[src/rtl/sync_fifo_pkg.sv]
// Shared definitions for the flagged synchronous FIFO.
// Holds the default geometry and threshold constants, and the status record.
// The status record groups the flag and error outputs so they can be compared as one value.
package sync_fifo_pkg;

    localparam int DEFAULT_DEPTH     = 8;
    localparam int DEFAULT_WIDTH     = 8;
    localparam int DEFAULT_AF_THRESH = DEFAULT_DEPTH - 2;
    localparam int DEFAULT_AE_THRESH = 2;

    typedef struct packed {
        logic full;
        logic empty;
        logic almost_full;
        logic almost_empty;
        logic overflow;
        logic underflow;
    } fifo_status_t;

endpackage

[src/rtl/fifo_if.sv]
// Handshake and status bundle between a producer/consumer and the FIFO.
// The master side drives the write/read requests and write data.
// The slave side (the FIFO) drives the read data, flags, count and error pulses.
interface fifo_if #(
    parameter int DEPTH = 8,
    parameter int WIDTH = 8
);

    logic                       w_en;
    logic [WIDTH-1:0]           data_in;
    logic                       r_en;
    logic [WIDTH-1:0]           data_out;
    logic                       rd_valid;
    logic                       full;
    logic                       empty;
    logic                       almost_full;
    logic                       almost_empty;
    logic [$clog2(DEPTH):0]     count;
    logic                       overflow;
    logic                       underflow;

    modport master (
        output w_en, data_in, r_en,
        input  data_out, rd_valid, full, empty, almost_full, almost_empty,
               count, overflow, underflow
    );

    modport slave (
        input  w_en, data_in, r_en,
        output data_out, rd_valid, full, empty, almost_full, almost_empty,
               count, overflow, underflow
    );

endinterface

[src/rtl/sync_fifo_ram.sv]
// Storage array for the FIFO.
// It has one synchronous write port and one asynchronous read port.
// The array has no reset: the contents are only meaningful between the pointers.
module sync_fifo_ram #(
    parameter int WIDTH = 8,
    parameter int DEPTH = 8
) (
    input  logic                     clk,
    input  logic                     we,
    input  logic [$clog2(DEPTH)-1:0] wr_addr,
    input  logic [WIDTH-1:0]         wr_data,
    input  logic [$clog2(DEPTH)-1:0] rd_addr,
    output logic [WIDTH-1:0]         rd_data
);

    logic [WIDTH-1:0] mem [DEPTH];

    // Store the write data on the clock edge when the write is enabled.
    always_ff @(posedge clk) begin
        if (we) begin
            mem[wr_addr] <= wr_data;
        end
    end

    assign rd_data = mem[rd_addr];

endmodule

[src/rtl/sync_fifo_flags.sv]
// Single-clock FIFO with an occupancy count, almost-full/almost-empty thresholds,
// overflow/underflow error pulses and a read-valid strobe.
// Build option SYNC_FIFO_FWFT_EN selects first-word-fall-through read data.
// When it is undefined, read data is registered on the accepting edge.
module sync_fifo_flags
    import sync_fifo_pkg::*;
#(
    parameter int DEPTH     = DEFAULT_DEPTH,
    parameter int WIDTH     = DEFAULT_WIDTH,
    parameter int AF_THRESH = DEPTH - 2,
    parameter int AE_THRESH = DEFAULT_AE_THRESH
) (
    input  logic   clk,
    input  logic   rst,
    fifo_if.slave  bus
);

    localparam int AW = $clog2(DEPTH);
    localparam int CW = AW + 1;

    localparam logic [CW-1:0] FULL_COUNT = CW'(DEPTH);
    localparam logic [CW-1:0] AF_COUNT   = CW'(AF_THRESH);
    localparam logic [CW-1:0] AE_COUNT   = CW'(AE_THRESH);

    logic [AW-1:0]    wr_ptr_q, wr_ptr_d;
    logic [AW-1:0]    rd_ptr_q, rd_ptr_d;
    logic [CW-1:0]    count_q, count_d;
    logic             overflow_q, overflow_d;
    logic             underflow_q, underflow_d;

    logic             rd_acc;
    logic             wr_acc;
    fifo_status_t     status;
    logic [WIDTH-1:0] ram_rd_data;

    // Decode the flags from the count register and decide which requests are accepted.
    always_comb begin
        status              = '0;
        status.full         = (count_q == FULL_COUNT);
        status.empty        = (count_q == '0);
        status.almost_full  = (count_q >= AF_COUNT);
        status.almost_empty = (count_q <= AE_COUNT);
        status.overflow     = overflow_q;
        status.underflow    = underflow_q;
        rd_acc              = bus.r_en && !status.empty;
        wr_acc              = bus.w_en && (!status.full || rd_acc);
    end

    // Advance the pointers and occupancy, and flag dropped requests for the next cycle.
    always_comb begin
        wr_ptr_d    = wr_ptr_q;
        rd_ptr_d    = rd_ptr_q;
        count_d     = count_q;
        overflow_d  = bus.w_en && !wr_acc;
        underflow_d = bus.r_en && status.empty;
        if (wr_acc) begin
            wr_ptr_d = wr_ptr_q + AW'(1);
        end
        if (rd_acc) begin
            rd_ptr_d = rd_ptr_q + AW'(1);
        end
        if (wr_acc && !rd_acc) begin
            count_d = count_q + CW'(1);
        end else if (rd_acc && !wr_acc) begin
            count_d = count_q - CW'(1);
        end
    end

    // Pointer, count and error-pulse registers; reset discards the logical contents.
    always_ff @(posedge clk or posedge rst) begin
        if (rst) begin
            wr_ptr_q    <= '0;
            rd_ptr_q    <= '0;
            count_q     <= '0;
            overflow_q  <= 1'b0;
            underflow_q <= 1'b0;
        end else begin
            wr_ptr_q    <= wr_ptr_d;
            rd_ptr_q    <= rd_ptr_d;
            count_q     <= count_d;
            overflow_q  <= overflow_d;
            underflow_q <= underflow_d;
        end
    end

    sync_fifo_ram #(
        .WIDTH (WIDTH),
        .DEPTH (DEPTH)
    ) u_ram (
        .clk     (clk),
        .we      (wr_acc),
        .wr_addr (wr_ptr_q),
        .wr_data (bus.data_in),
        .rd_addr (rd_ptr_q),
        .rd_data (ram_rd_data)
    );

`ifdef SYNC_FIFO_FWFT_EN
    // The head word is presented continuously; r_en only acknowledges it.
    always_comb begin
        bus.data_out = ram_rd_data;
        bus.rd_valid = !status.empty;
    end
`else
    logic [WIDTH-1:0] data_out_q, data_out_d;
    logic             rd_valid_q, rd_valid_d;

    // Capture the head word on an accepted read, otherwise hold the last word.
    always_comb begin
        data_out_d = data_out_q;
        rd_valid_d = rd_acc;
        if (rd_acc) begin
            data_out_d = ram_rd_data;
        end
    end

    // Registered read data and its one-cycle valid strobe.
    always_ff @(posedge clk or posedge rst) begin
        if (rst) begin
            data_out_q <= '0;
            rd_valid_q <= 1'b0;
        end else begin
            data_out_q <= data_out_d;
            rd_valid_q <= rd_valid_d;
        end
    end

    always_comb begin
        bus.data_out = data_out_q;
        bus.rd_valid = rd_valid_q;
    end
`endif

    // Drive the status outputs from the decoded record.
    always_comb begin
        bus.full         = status.full;
        bus.empty        = status.empty;
        bus.almost_full  = status.almost_full;
        bus.almost_empty = status.almost_empty;
        bus.overflow     = status.overflow;
        bus.underflow    = status.underflow;
        bus.count        = count_q;
    end

endmodule

[src/flat_wrapper.sv]
// flat-port wrapper written by rule: the top's interface ports become plain ports
module sync_fifo_flags_flat import sync_fifo_pkg::*;
#(
    parameter int DEPTH     = DEFAULT_DEPTH,
    parameter int WIDTH     = DEFAULT_WIDTH,
    parameter int AF_THRESH = DEPTH - 2,
    parameter int AE_THRESH = DEFAULT_AE_THRESH
)
  (clk, rst, bus_w_en, bus_data_in, bus_r_en, bus_data_out, bus_rd_valid, bus_full, bus_empty, bus_almost_full, bus_almost_empty, bus_count, bus_overflow, bus_underflow);
  fifo_if #(.DEPTH(DEPTH), .WIDTH(WIDTH)) bus_i ();
  input  logic clk;
  input  logic rst;
  input wire logic [$bits(bus_i.w_en)-1:0] bus_w_en;
  input wire logic [$bits(bus_i.data_in)-1:0] bus_data_in;
  input wire logic [$bits(bus_i.r_en)-1:0] bus_r_en;
  output wire logic [$bits(bus_i.data_out)-1:0] bus_data_out;
  output wire logic [$bits(bus_i.rd_valid)-1:0] bus_rd_valid;
  output wire logic [$bits(bus_i.full)-1:0] bus_full;
  output wire logic [$bits(bus_i.empty)-1:0] bus_empty;
  output wire logic [$bits(bus_i.almost_full)-1:0] bus_almost_full;
  output wire logic [$bits(bus_i.almost_empty)-1:0] bus_almost_empty;
  output wire logic [$bits(bus_i.count)-1:0] bus_count;
  output wire logic [$bits(bus_i.overflow)-1:0] bus_overflow;
  output wire logic [$bits(bus_i.underflow)-1:0] bus_underflow;
  assign bus_i.w_en = bus_w_en;
  assign bus_i.data_in = bus_data_in;
  assign bus_i.r_en = bus_r_en;
  assign bus_data_out = bus_i.data_out;
  assign bus_rd_valid = bus_i.rd_valid;
  assign bus_full = bus_i.full;
  assign bus_empty = bus_i.empty;
  assign bus_almost_full = bus_i.almost_full;
  assign bus_almost_empty = bus_i.almost_empty;
  assign bus_count = bus_i.count;
  assign bus_overflow = bus_i.overflow;
  assign bus_underflow = bus_i.underflow;
  sync_fifo_flags #(.DEPTH(DEPTH), .WIDTH(WIDTH), .AF_THRESH(AF_THRESH), .AE_THRESH(AE_THRESH)) u_core (.clk(clk), .rst(rst), .bus(bus_i));
endmodule
[config.mk]
export PLATFORM = sky130hd
export DESIGN_NAME = sync_fifo_flags_flat
export DESIGN_NICKNAME = d
export VERILOG_FILES = /design/src/rtl/sync_fifo_pkg.sv /design/src/rtl/fifo_if.sv /design/src/rtl/sync_fifo_ram.sv /design/src/rtl/sync_fifo_flags.sv /design/src/flat_wrapper.sv
export SDC_FILE = /design/constraint.sdc
export NUM_CORES = 1
export LEC_CHECK = 0
export BUFFER_PORTS_ARGS = -buffer_cell sky130_fd_sc_hd__buf_2
export CAP_MARGIN = 20
export CORE_UTILIZATION = 35
export DETAILED_ROUTE_END_ITERATION = 12
export GPL_TIMING_DRIVEN = 0
export PLACE_DENSITY = 0.54
export SYNTH_ARGS = -nofsm -noshare
export SYNTH_HDL_FRONTEND = slang
export SYNTH_SLANG_ARGS = --single-unit
[constraint.sdc]
create_clock -name clk -period 2.7 [get_ports clk]
set_input_delay 0 -clock clk [delete_from_list [all_inputs] [get_ports clk]]
set_output_delay 0 -clock clk [all_outputs]
set_load 0.02 [all_outputs]
* Word level (Yosys, flattened, before mapping) *
Memory sizes are Yosys's and may differ from the RTL's. A register that Yosys moved wholly into a read port is not among the register bits.
Index checks and enable logic that the tools add are counted.

cells by class
  reduce and logical (&&, ||, !) cells = 13
  equality and inequality tests = 1
  order comparisons = 2
  $add $sub $neg = 4
  mux-type cells = 4

operators with widths
  operator               count
  $mux W4                2
  $add A3 B1 Y3 const B  2
  $logic_and A1 B1 Y1    6
  $add A4 B1 Y4 const B  1
  $eq A4 B4 Y1 const B   1
  $ge A4 B3 Y1 const B   1
  $le A4 B2 Y1 const B   1
  $logic_not A1 Y1       4
  $logic_not A4 Y1       1
  $sub A4 B1 Y4 const B  1
  $mux W1                2
  $reduce_bool A2 Y1     1
  $logic_or A1 B1 Y1     1

storage, ports and cells
  register bits = 13
  RAM bits = 64
  word-level logic and storage cells = 31
  output and inout bits = 19
  memories = 1

memory list
  memory            words  width  rd ports  clocked after Yosys merged registers in  wr ports  RTL line             RTL
  u_core.u_ram.mem  8      8      1         1                                        1         sync_fifo_ram.sv:16  logic [WIDTH-1:0] mem [DEPTH];

* Logic depth before layout (Yosys ltp) *
  word-level depth = 9
  depth in mapped cells = 10

* Cells and area by module *
From an unflattened synthesis, not the netlist that was laid out.

second synthesis, totals
  cells, all modules = 183
  area, all modules = 3,557.2 µm²

by module, submodules not included
  module           sequential area each (µm²)  area each (µm²)  cells each  instances
  sync_fifo_ram    1,921.8                     2,531.2          106         1
  sync_fifo_flags  525.5                       1,026.0          77          1

* Least setup slack after synthesis *
OpenSTA, ideal clock, no wires.

  path kind = flip-flop to flip-flop
  start point = register u_core.count_q[0] (netlist: u_core.bus.count[0])
  end point = register u_core.count_q[3] (netlist: u_core.bus.count[3])
  setup time = 126 ps
  setup slack = -654 ps
  data arrival time = 3,228 ps
  data required time = 2,574 ps
  stages on the path, launching flop included = 11
  clock period less this slack = 3,354 ps
  path buffers = 1
  cell sequence = dfrtp_1 nor4_1 nand2b_1 buf_2 ha_1 inv_1 ha_1 a21o_1 a2111oi_0 a31oi_1 a221o_1

on the way
  word-level cells in the longest chain between the ends = 8
  elaborated cells on any way between the ends = 16
  those cells by class = add/sub: 2; eq/ne: 1; mux: 2; reduce/logical: 11

ends and longest elaborated chain
  element                       RTL line               RTL
  from (decl)                   sync_fifo_flags.sv:27  logic [CW-1:0] count_q, count_d;
  from (signal assigned)        sync_fifo_flags.sv:80  count_q <= count_d;
  $logic_not A4 Y1 *            sync_fifo_flags.sv:40  status.empty = (count_q == '0);
  via bus_empty                 flat_wrapper.sv:19     output wire logic [$bits(bus_i.empty)-1:0] bus_empty;
  $logic_not A1 Y1 *            sync_fifo_flags.sv:45  rd_acc = bus.r_en && !status.empty;
  $logic_and A1 B1 Y1 *         sync_fifo_flags.sv:45
  $logic_or A1 B1 Y1            sync_fifo_flags.sv:46  wr_acc = bus.w_en && (!status.full || rd_acc);
  $logic_and A1 B1 Y1           sync_fifo_flags.sv:46
  $logic_not A1 Y1              sync_fifo_flags.sv:64  end else if (rd_acc && !wr_acc) begin
  $logic_and A1 B1 Y1           sync_fifo_flags.sv:64
  $reduce_bool A2 Y1 (no line)  -

The timed path passes the listed nets; every way through them passes the cells marked *. The select of a mux whose other input is x is not followed.
A chain may end at the register's enable or synchronous reset.

* Worst setup path in the final report *
  start point = register u_core.count_q[0] (netlist: u_core.bus.count[0])
  end point = register u_core.count_q[3] (netlist: u_core.bus.count[3])

on the way
  word-level cells in the longest chain between the ends = 8
  elaborated cells on any way between the ends = 16
  those cells by class = add/sub: 2; eq/ne: 1; mux: 2; reduce/logical: 11

ends and longest elaborated chain
  element                       RTL line               RTL
  $logic_not A4 Y1              sync_fifo_flags.sv:40
  $logic_not A1 Y1              sync_fifo_flags.sv:45
  $logic_and A1 B1 Y1           sync_fifo_flags.sv:45
  $logic_or A1 B1 Y1 *          sync_fifo_flags.sv:46
  $logic_and A1 B1 Y1 *         sync_fifo_flags.sv:46
  via u_core.u_ram.we           sync_fifo_ram.sv:9     input logic we,
  $logic_not A1 Y1              sync_fifo_flags.sv:64
  $logic_and A1 B1 Y1           sync_fifo_flags.sv:64
  $reduce_bool A2 Y1 (no line)  -

Marks and branches as above.

==> impl_results.md <==
- Starting Density: 36.8%
- Critical path class: reg -> reg
- Min-delay src: bus_w_en
- Clock transition at path regs: 0.08 ns
- Crit Path Max Fanout: 5
- Mapped Avg Cell Area: 15.8 µm²
- Clk root buf: clkbuf_8
- Dominant synthesized flop cell: edfxtp_1
- Antenna-violating nets left: 0
- Ant diodes: 0
- Fmax: 0.371 GHz
- Worst r2r src: u_core.bus.count[0]
- Grt met2 use: 23.4%
- I/O pins: 31
- Seq cells post-synth: 85
- Share of synthesized registers carrying an async set or reset: 24.7%
- Worst Skew: 0.00769 ns
- Total track usage: 14.8%
- Final setup viols: 0
- RSZ-0062 raised after global routing: true
- TritonCTS buffer count: 9
- Leading cell type in the layout, fill and taps excluded: edfxtp_1
- Die height: 102 µm
- Initial antenna violation count: 0
- Relative slew margins: 36.6%
- Synthesis-to-finish area growth: 23.4%
- CP required: 2.93 ns
- Register area share after synthesis: 70.6%
- Dpl cell area: 3850 µm²
- Most frequent cells in the layout: edfxtp_1, buf_2, nand2_1, mux2_2, dfrtp_1
- Final Hold Viols: 0
- Die Span X: 102 µm
- Worst-Skew Late Latency: 0.35 ns
- Initial DRT Pass Iterations: 4
- Fraction of layout cells with a size suffix above 1: 32.7%
- Worst hold stages: 4
- Hold EP: u_core.wr_ptr_q[0]
- Final net count: 297
- Status: completed
- DRT iter0 DRCs: 85
- CORE AREA: 9420 µm²
- Setup TNS: 0 ns
- Vias post-DR: 2,006
- CTS Sinks: 85
- GR Overflow Total: 0
- Final HPWL DP: 4380 µm
- Reg2reg end: u_core.bus.count[3]
- Post-Syn Area: 3470 µm²
- Worst Setup End Kind: flip-flop
- Placer Congestion: 0.698
- Fill cells: 830
- Peak supply drop: 388 µV
- Vias per cell: 4.86
- Top area cells in the synthesized netlist: edfxtp_1, dfrtp_1, mux2_2
- Met1 usage: 20.2%
- Fin cells: 413
- First-pass GRT wire length: 10,800 µm
- Rows: 35
- Largest net degree at the start of global routing: 22
- Syn nets: 237
- CP Launch Type: flip-flop
- Worst Path Arrival: 2.93 ns
- Post-synth top area cell: edfxtp_1
- Cell area after layout: 4280 µm²
- Met3 usage: 3.80%
- Post-synth top area share: 55.5%
- Cell Pwr Density: 1100 nW/µm²
- Slew Viols, Final: 0
- Clk buf depth: 2
- Vias in the first global route: 1,925
- Drt wl/cell: 16.6 µm
- Max H-tree Level: 3
- Full die area: 10,300 µm²
- CTS tree: yes
- Total Routed Length: 6850 µm
- EDFF count, synth: 64
- Min cycle time layout: 2.69 ns
- IO buf count: 30
- FF-to-FF setup slack: 0.008 ns
- Placed cells: 380
- Static Leak: 1.61 nW
- Reg2Reg Depth: 10
- Global routing's busiest layer: met2
- DRC: 0
- Min-delay worst type: in -> reg
- Final Cycle Share: 99.7%
- Library cells used by synthesis: 35
- Post-Syn Instances: 219
- Warnings, synthesis: 0
- Slew @ Worst Pin: 0.948 ns
- Max cap viols: 0
critical path, cell delays in order, from the launching register on:
cell       delay (ns)
dfrtp_2          0.44
or4b_4           0.56
o21ai_4          0.17
inv_2            0.07
ha_4             0.18
inv_6            0.07
ha_4             0.19
a21o_1           0.20
a2111oi_4        0.29
a31oi_1          0.07
a221o_1          0.33
per-stage QoR:
step	power [mW]	worst slack, ns	hold slack [ns]	util (%)
3_3_place_gp	3.53	-0.218	0.201	40.5
2_1_floorplan	3.06	-0.110	-0.0237	-
3_5_place_dp	3.57	-0.285	0.211	40.9
4_1_cts	4.72	0.00115	0.0759	45.2
6_report	4.69	0.00757	0.0930	45.4
5_1_grt	4.98	-0.120	0.0784	45.4
worst max path at each step:
stage,startpoint,endpoint,slack [ns],depth (start not counted)
2_1_floorplan,u_core.bus.count[1],u_core.bus.count[3],-0.11,10
3_3_place_gp,u_core.bus.count[1],u_core.bus.count[3],-0.22,10
3_5_place_dp,u_core.bus.count[1],u_core.bus.count[3],-0.29,10
4_1_cts,u_core.bus.count[0],u_core.bus.count[3],0.001,10
5_1_grt,u_core.bus.count[0],u_core.bus.count[3],-0.12,10
6_report,u_core.bus.count[0],u_core.bus.count[3],0.008,10
Yosys cell counts, drive strengths merged, types with 5 or more instances:
cell type / number
a221o: 9
buf: 8
dfrtp: 21
edfxtp: 64
ha: 5
inv: 5
mux2: 17
mux2i: 16
nand2: 20
nor2: 5
nor3: 5
o21ai: 10
o22ai: 8
xnor2: 6
layer usage:
layer | vias up | part of all wire (%)
met5 | - | 0
met4 | 0 | 1.2
met3 | 8 | 4.9
met2 | 57 | 47
met1 | 982 | 47
li1 | 959 | -
state kept, by name (all words and copies together), names as in the netlist:
name and count:
u_core.u_ram.mem 64, u_core.bus.rd_valid 1, u_core.bus.data_out 8, u_core.bus.overflow 1, u_core.wr_ptr_q 3, u_core.rd_ptr_q 3, u_core.bus.underflow 1, u_core.bus.count 4
power breakdown:
part	switching, mW	leakage [nW]	internal (mW)	total [mW]
Combinational	0.970	0.660	0.747	1.72
Sequential	0.187	0.831	1.71	1.90
Clock	0.451	0.118	0.621	1.07
Total	1.61	1.61	3.08	4.69
area by class of cell:
| cell class | instances | area, µm² | share of cell area (%) |
|---|---|---|---|
| Clock inverter | 5 | 108 | 2.52 |
| Buffer | 9 | 63.8 | 1.49 |
| Clock buffer | 11 | 131 | 3.07 |
| Sequential cell | 85 | 2450 | 57.3 |
| Tap cell | 129 | 161 | 3.77 |
| Inverter | 5 | 23.8 | 0.556 |
| Timing Repair Buffer | 49 | 318 | 7.43 |
| Multi-Input combinational cell | 120 | 1020 | 23.8 |
cell families (layout without fill, tap and decap cells):
family / Yosys count / after routing / synth area share, %
AND/OR/NAND/NOR: 41 / 41 / 5.74
XOR/XNOR: 6 / 6 / 1.52
flip-flops: 85 / 85 / 70.6
adder cells (fa/ha/maj): 6 / 6 / 2.38
multiplexers: 33 / 33 / 10.1
AO/OA/AOI/OAI: 34 / 34 / 7.29
buffers and inverters: 14 / 79 / 2.31
timing repair:
action,CTS,global route
hold endpoints to repair,87,0
buffers inserted,6,0
gates cloned,0,0
hold buffers,11,0
setup endpoints to repair,1,1
pin swaps,2,0
gates resized for setup,2,3
Power figures use the tool's default switching activity.
